`config.mk`:
```
export PLATFORM = sky130hd
export DESIGN_NAME = guess_game_gen
export DESIGN_NICKNAME = d
export VERILOG_FILES = /design/src/rtl/guess_game_gen.sv
export SDC_FILE = /design/constraint.sdc
export NUM_CORES = 1
export LEC_CHECK = 0
export CAP_MARGIN = 0
export CORE_UTILIZATION = 51
export DETAILED_ROUTE_END_ITERATION = 10
export GPL_ROUTABILITY_DRIVEN = 1
export PLACE_DENSITY = 0.79
export SLEW_MARGIN = 20
export SYNTH_ARGS = -nofsm -noshare
export SYNTH_HDL_FRONTEND = slang
export SYNTH_SLANG_ARGS = --single-unit
export TNS_END_PERCENT = 5
```
`constraint.sdc`:
```
create_clock -name clk -period 2.5 [get_ports clk]
set_input_delay 0.25 -clock clk [delete_from_list [all_inputs] [get_ports clk]]
set_output_delay 0.25 -clock clk [all_outputs]
set_load 0.01 [all_outputs]
```
`src/rtl/guess_game_gen.sv`:
```
// Reaction game: a lit LED sweeps across N positions and the player presses the matching key.
// Correct presses score; wrong presses cost a life until the game ends.
module guess_game_gen #(
    parameter int N        = 10,
    parameter int STEP_DIV = 4,
    parameter int SCORE_W  = 8,
    parameter int LIVES    = 3,
    localparam int LW      = $clog2(LIVES + 1)
) (
    input  logic               clk,
    input  logic               reset,
    input  logic [N-1:0]       G,
    input  logic               mode,
    output logic [N-1:0]       LED,
    output logic               hit,
    output logic               wrong,
    output logic [SCORE_W-1:0] score,
    output logic [LW-1:0]      lives_left,
    output logic               game_over
);

    localparam int PW = $clog2(N);
    localparam int CW = (STEP_DIV > 1) ? $clog2(STEP_DIV) : 1;

    typedef enum logic [1:0] {RUN, HIT, MISS, OVER} state_t;

    state_t             state_q, state_d;
    logic [PW-1:0]      pos_q, pos_d;
    logic               down_q, down_d;
    logic [CW-1:0]      cnt_q, cnt_d;
    logic [N-1:0]       led_q, led_d;
    logic               hit_q, hit_d;
    logic               wrong_q, wrong_d;
    logic [SCORE_W-1:0] score_q, score_d;
    logic [LW-1:0]      lives_q, lives_d;
    logic               over_q, over_d;

    function automatic logic [SCORE_W-1:0] sat_inc(input logic [SCORE_W-1:0] v);
        return (v == '1) ? v : v + 1'b1;
    endfunction

    always_comb begin
        state_d = state_q;
        pos_d   = pos_q;
        down_d  = down_q;
        cnt_d   = cnt_q;
        score_d = score_q;
        lives_d = lives_q;
        hit_d   = 1'b0;
        case (state_q)
            RUN: begin
                if (G == '0) begin
                    if (cnt_q == CW'(STEP_DIV - 1)) begin
                        cnt_d = '0;
                        // Mode is only looked at here, so a change lands on the next step.
                        if (!mode) begin
                            down_d = 1'b0;
                            pos_d  = (pos_q == PW'(N - 1)) ? '0 : pos_q + 1'b1;
                        end else if (!down_q) begin
                            if (pos_q == PW'(N - 1)) begin
                                down_d = 1'b1;
                                pos_d  = PW'(N - 2);
                            end else begin
                                pos_d = pos_q + 1'b1;
                            end
                        end else begin
                            if (pos_q == '0) begin
                                down_d = 1'b0;
                                pos_d  = PW'(1);
                            end else begin
                                pos_d = pos_q - 1'b1;
                            end
                        end
                    end else begin
                        cnt_d = cnt_q + 1'b1;
                    end
                end else if (G == led_q) begin
                    state_d = HIT;
                    hit_d   = 1'b1;
                    score_d = sat_inc(score_q);
                end else begin
                    lives_d = lives_q - 1'b1;
                    state_d = (lives_q == LW'(1)) ? OVER : MISS;
                end
            end
            HIT, MISS: begin
                // Stay frozen until the key is released, so a press counts once.
                if (G == '0) begin
                    state_d = RUN;
                    pos_d   = '0;
                    down_d  = 1'b0;
                    cnt_d   = '0;
                end
            end
            default: ;
        endcase
        led_d   = (state_d == OVER) ? '1 : ({{(N-1){1'b0}}, 1'b1} << pos_d);
        wrong_d = (state_d == MISS) || (state_d == OVER);
        over_d  = (state_d == OVER);
    end

    always_ff @(posedge clk or posedge reset) begin
        if (reset) begin
            state_q <= RUN;
            pos_q   <= '0;
            down_q  <= 1'b0;
            cnt_q   <= '0;
            led_q   <= {{(N-1){1'b0}}, 1'b1};
            hit_q   <= 1'b0;
            wrong_q <= 1'b0;
            score_q <= '0;
            lives_q <= LW'(LIVES);
            over_q  <= 1'b0;
        end else begin
            state_q <= state_d;
            pos_q   <= pos_d;
            down_q  <= down_d;
            cnt_q   <= cnt_d;
            led_q   <= led_d;
            hit_q   <= hit_d;
            wrong_q <= wrong_d;
            score_q <= score_d;
            lives_q <= lives_d;
            over_q  <= over_d;
        end
    end

    assign LED        = led_q;
    assign hit        = hit_q;
    assign wrong      = wrong_q;
    assign score      = score_q;
    assign lives_left = lives_q;
    assign game_over  = over_q;

endmodule

```
==> results of run 1 <==
==> cells in the mapped netlist, types with 2 or more instances <==
master     count
inv_1          9
nand2_1       22
nand3_1        4
nor2_1         5
a22oi_1        2
o21ai_0        9
a21o_1         3
and3b_1        3
dfrtp_1       29
a21oi_1        5
xnor2_1        6
nor4_1         4
nand4_1        8
xor2_1        12
o21a_1         2
nand2b_1       2
a2bb2oi_1      2
ha_1           8
or4_1          2
o21ai_1       12
nor3b_1        2
clkbuf_1       3
a31oi_1        2
dfstp_2        3
and3_1         8
nor3_1         2
==> area by class of cell <==
class                   instances  area, um^2  share of cell area
multi-input cells             145         966               0.407
flip-flops and latches         32         805               0.339
repair buffers                 45         425               0.179
well taps                      46        57.6              0.0243
clock inverters                 3        42.5              0.0179
clock buffers                   5        37.5              0.0158
inverters                      10        37.5              0.0158
==> flip-flops by register name, indices dropped and copies added (netlist names) <==
signal      cells
state_q         2
game_over       1
hit             1
wrong           1
lives_left      2
LED            10
cnt_q           2
score           8
pos_q           4
down_q          1
==> layer usage <==
metal / part of all wire / routed length [um] / global-route usage / vias up
met5: 0 / 0 / 0 / -
met4: 0.028 / 121 / 0.127 / 0
met3: 0.047 / 200 / 0.0538 / 12
met2: 0.48 / 2040 / 0.396 / 51
met1: 0.45 / 1920 / 0.308 / 768
li1: - / - / - / 795
==> cells by family after synthesis <==
group | share of synthesized area
and+or+nand+nor | 0.223
AOI/OAI and AO/OA | 0.153
DFF | 0.441
xor gates and xnor gates | 0.0864
buffers and inverters | 0.0295
adders and majority gates | 0.0549
muxes | 0.0123
==> worst min-delay path: stages <==
cell	delay, ns
clkdlybuf4s50_1	0.40
inv_1	0.05
buf_4	0.35
==> power by group <==
| part | leakage, nW | switching (mW) | internal (mW) |
|---|---|---|---|
| Combinational | 0.622 | 0.399 | 0.379 |
| Clock | 0.0412 | 0.188 | 0.208 |
| Sequential | 0.417 | 0.0838 | 0.638 |
| Total | 1.08 | 0.671 | 1.23 |
==> worst paths after layout <==
check | start | endpoint | slack (ns)
worst max-delay path | pos_q[0]$_DFF_PP0_ | LED[4]$_DFF_PP0_ | 0.20
worst min-delay path | reset | score[3]$_DFFE_PP0P_ | 0.30
worst max register to register | pos_q[0]$_DFF_PP0_ | LED[4]$_DFF_PP0_ | 0.20
worst min register to register | score[5]$_DFFE_PP0P_ | score[5]$_DFFE_PP0P_ | 0.51
max in group asynchronous | reset | lives_left[0]$_DFFE_PP1P_ | 1.88
min in group clk | score[5]$_DFFE_PP0P_ | score[5]$_DFFE_PP0P_ | 0.51
==> results.yml, run 1 <==
clock_tree:
  clkSinkCount: 32
  path_clk_slew_ns: 0.11
  cts_max_level: 2
  cts_buffers: 5
  cts_setup_buffers: 0
  cts_buffer_depth: 2
  cts_tree: "yes"
  clk_latency_ns: 0.34
  hold_buffers: 0
  post_cts_resized: 0
  cts-root-buf: "clkbuf_4"
placement:
  gp_congestion: 0.830
  portBuffers: 35
  dp.cells: 278
  dp_worst_setup_slack_ns: -0.0946
  hpwl_um: 3240
  dpl-instance-area_um2: 2290
finish:
  final_cell_count_no_fill: 286
  design_area_um2: 2370
  layout_commonest_cell: "clkdlybuf4s50_1"
  nFillCells: 262
  final_cell_mix: "clkdlybuf4s50_1 (35), dfrtp_1 (29), nand2_1 (22), xor2_1 (12), o21ai_1 (12)"
  syn2layout_area_growth_pct: 30.0
  antennaDiodeCount: 0
  drive_gt1_frac: 0.104
  utilization: 0.700
  layout.nets: 260
setup_path:
  endpoint_kind: "flip-flop"
  reg2reg_depth: 8
  crit_family: "compound AO/OA/AOI/OAI gates"
  cpMostUsedCell: "o21ai_0"
  critPathMaxFanout: 9
  worstPathCellList: "inv_1 -> ha_1 -> or3b_1 -> o21ai_0 -> o21ai_0 -> a2bb2oi_1 -> nand2b_1 -> o21ai_1"
  cp.required_ns: 2.72
  slowest_delay_ns: 0.49
  cp_slowest_cell: "dfrtp_1"
  arrival_ns: 2.52
  worstSetupStartpointType: "flip-flop"
  cp_num_cells: 8
  crit_type: "reg -> reg"
  crit_buf_inv: 1
synth:
  synth_top_area_frac: 0.398
  synth_edf_count: 0
  ys_types: 48
  avgSynthCellArea_um2: 9.55
  synth_area_um2: 1820
  synthTopCellsByArea: "dfrtp_1 (40%), xor2_1 (5.8%), ha_1 (5.5%)"
  ys_seq_elements: 32
  seq_area_frac_synth: 0.441
  synth_fp_nets: 212
  synth_ff_type: "dfrtp_1"
  yosys.area.top_type: "dfrtp_1"
  async_reset_ff_frac: 1.00
  syn_inst: 191
  synth_warnings: 0
die:
  initial_core_util: 0.538
  dieWidth_um: 61.8
  die_h_um: 61.8
  dieArea_um2: 3820
  placeableCoreArea_um2: 3390
  num_rows: 21
  io_pins: 36
global_routing:
  grt_first_pass_wirelength_um: 6730
  grt_pass1_vias: 1543
  grt_overflow: 0
  grt_util_all_layers: 0.245
  grt_antenna_before_repair: 0
  grt_max_degree: 33
sta:
  drv_slew: 0
  fin_ws_ns: 0.201
  max_freq_ghz: 0.435
  worst_slew_pin_slew_ns: 0.454
  max_slew_margin: 0.696
  fin_crit_sh: 0.920
  hold_viol_final: 0
  skew_ns: 0.0111
  whs_ns: 0.296
  tns_ns: 0
  fin_crit_ns: 2.30
  setup_viol: 0
  rsz0062_at_grt: "no"
power_and_ir_drop:
  ir_worst_vdd_v: 0.000475
  power.density_nw_per_um2: 800
  p_total_mw: 1.90
  p_leak_nw: 1.08
drt:
  wl_um: 4280
  drc: 0
  via_count: 1626
  vias_per_cell: 5.69
  wl_per_cell_um: 15.0
  postRouteAntennaNets: 0
  drtIter0Drc: 67
  drt_pre_antenna_iters: 5
run_status:
  status: "finished clean"
worst_hold_path:
  min_path_type: "in -> async"
job:
  cap_violations: 0
No activity file was read; power rests on OpenSTA's default activity.
==> run 2: changes to the inputs <==
--- a/config.mk
+++ b/config.mk
@@ -6,6 +6,7 @@
 export NUM_CORES = 1
 export LEC_CHECK = 0
 export CAP_MARGIN = 0
+export CORE_MARGIN = 1
 export CORE_UTILIZATION = 51
 export DETAILED_ROUTE_END_ITERATION = 10
 export GPL_ROUTABILITY_DRIVEN = 1
==> results of run 2 <==
The final DEF is identical to that of run 1; final timing and power are the same.
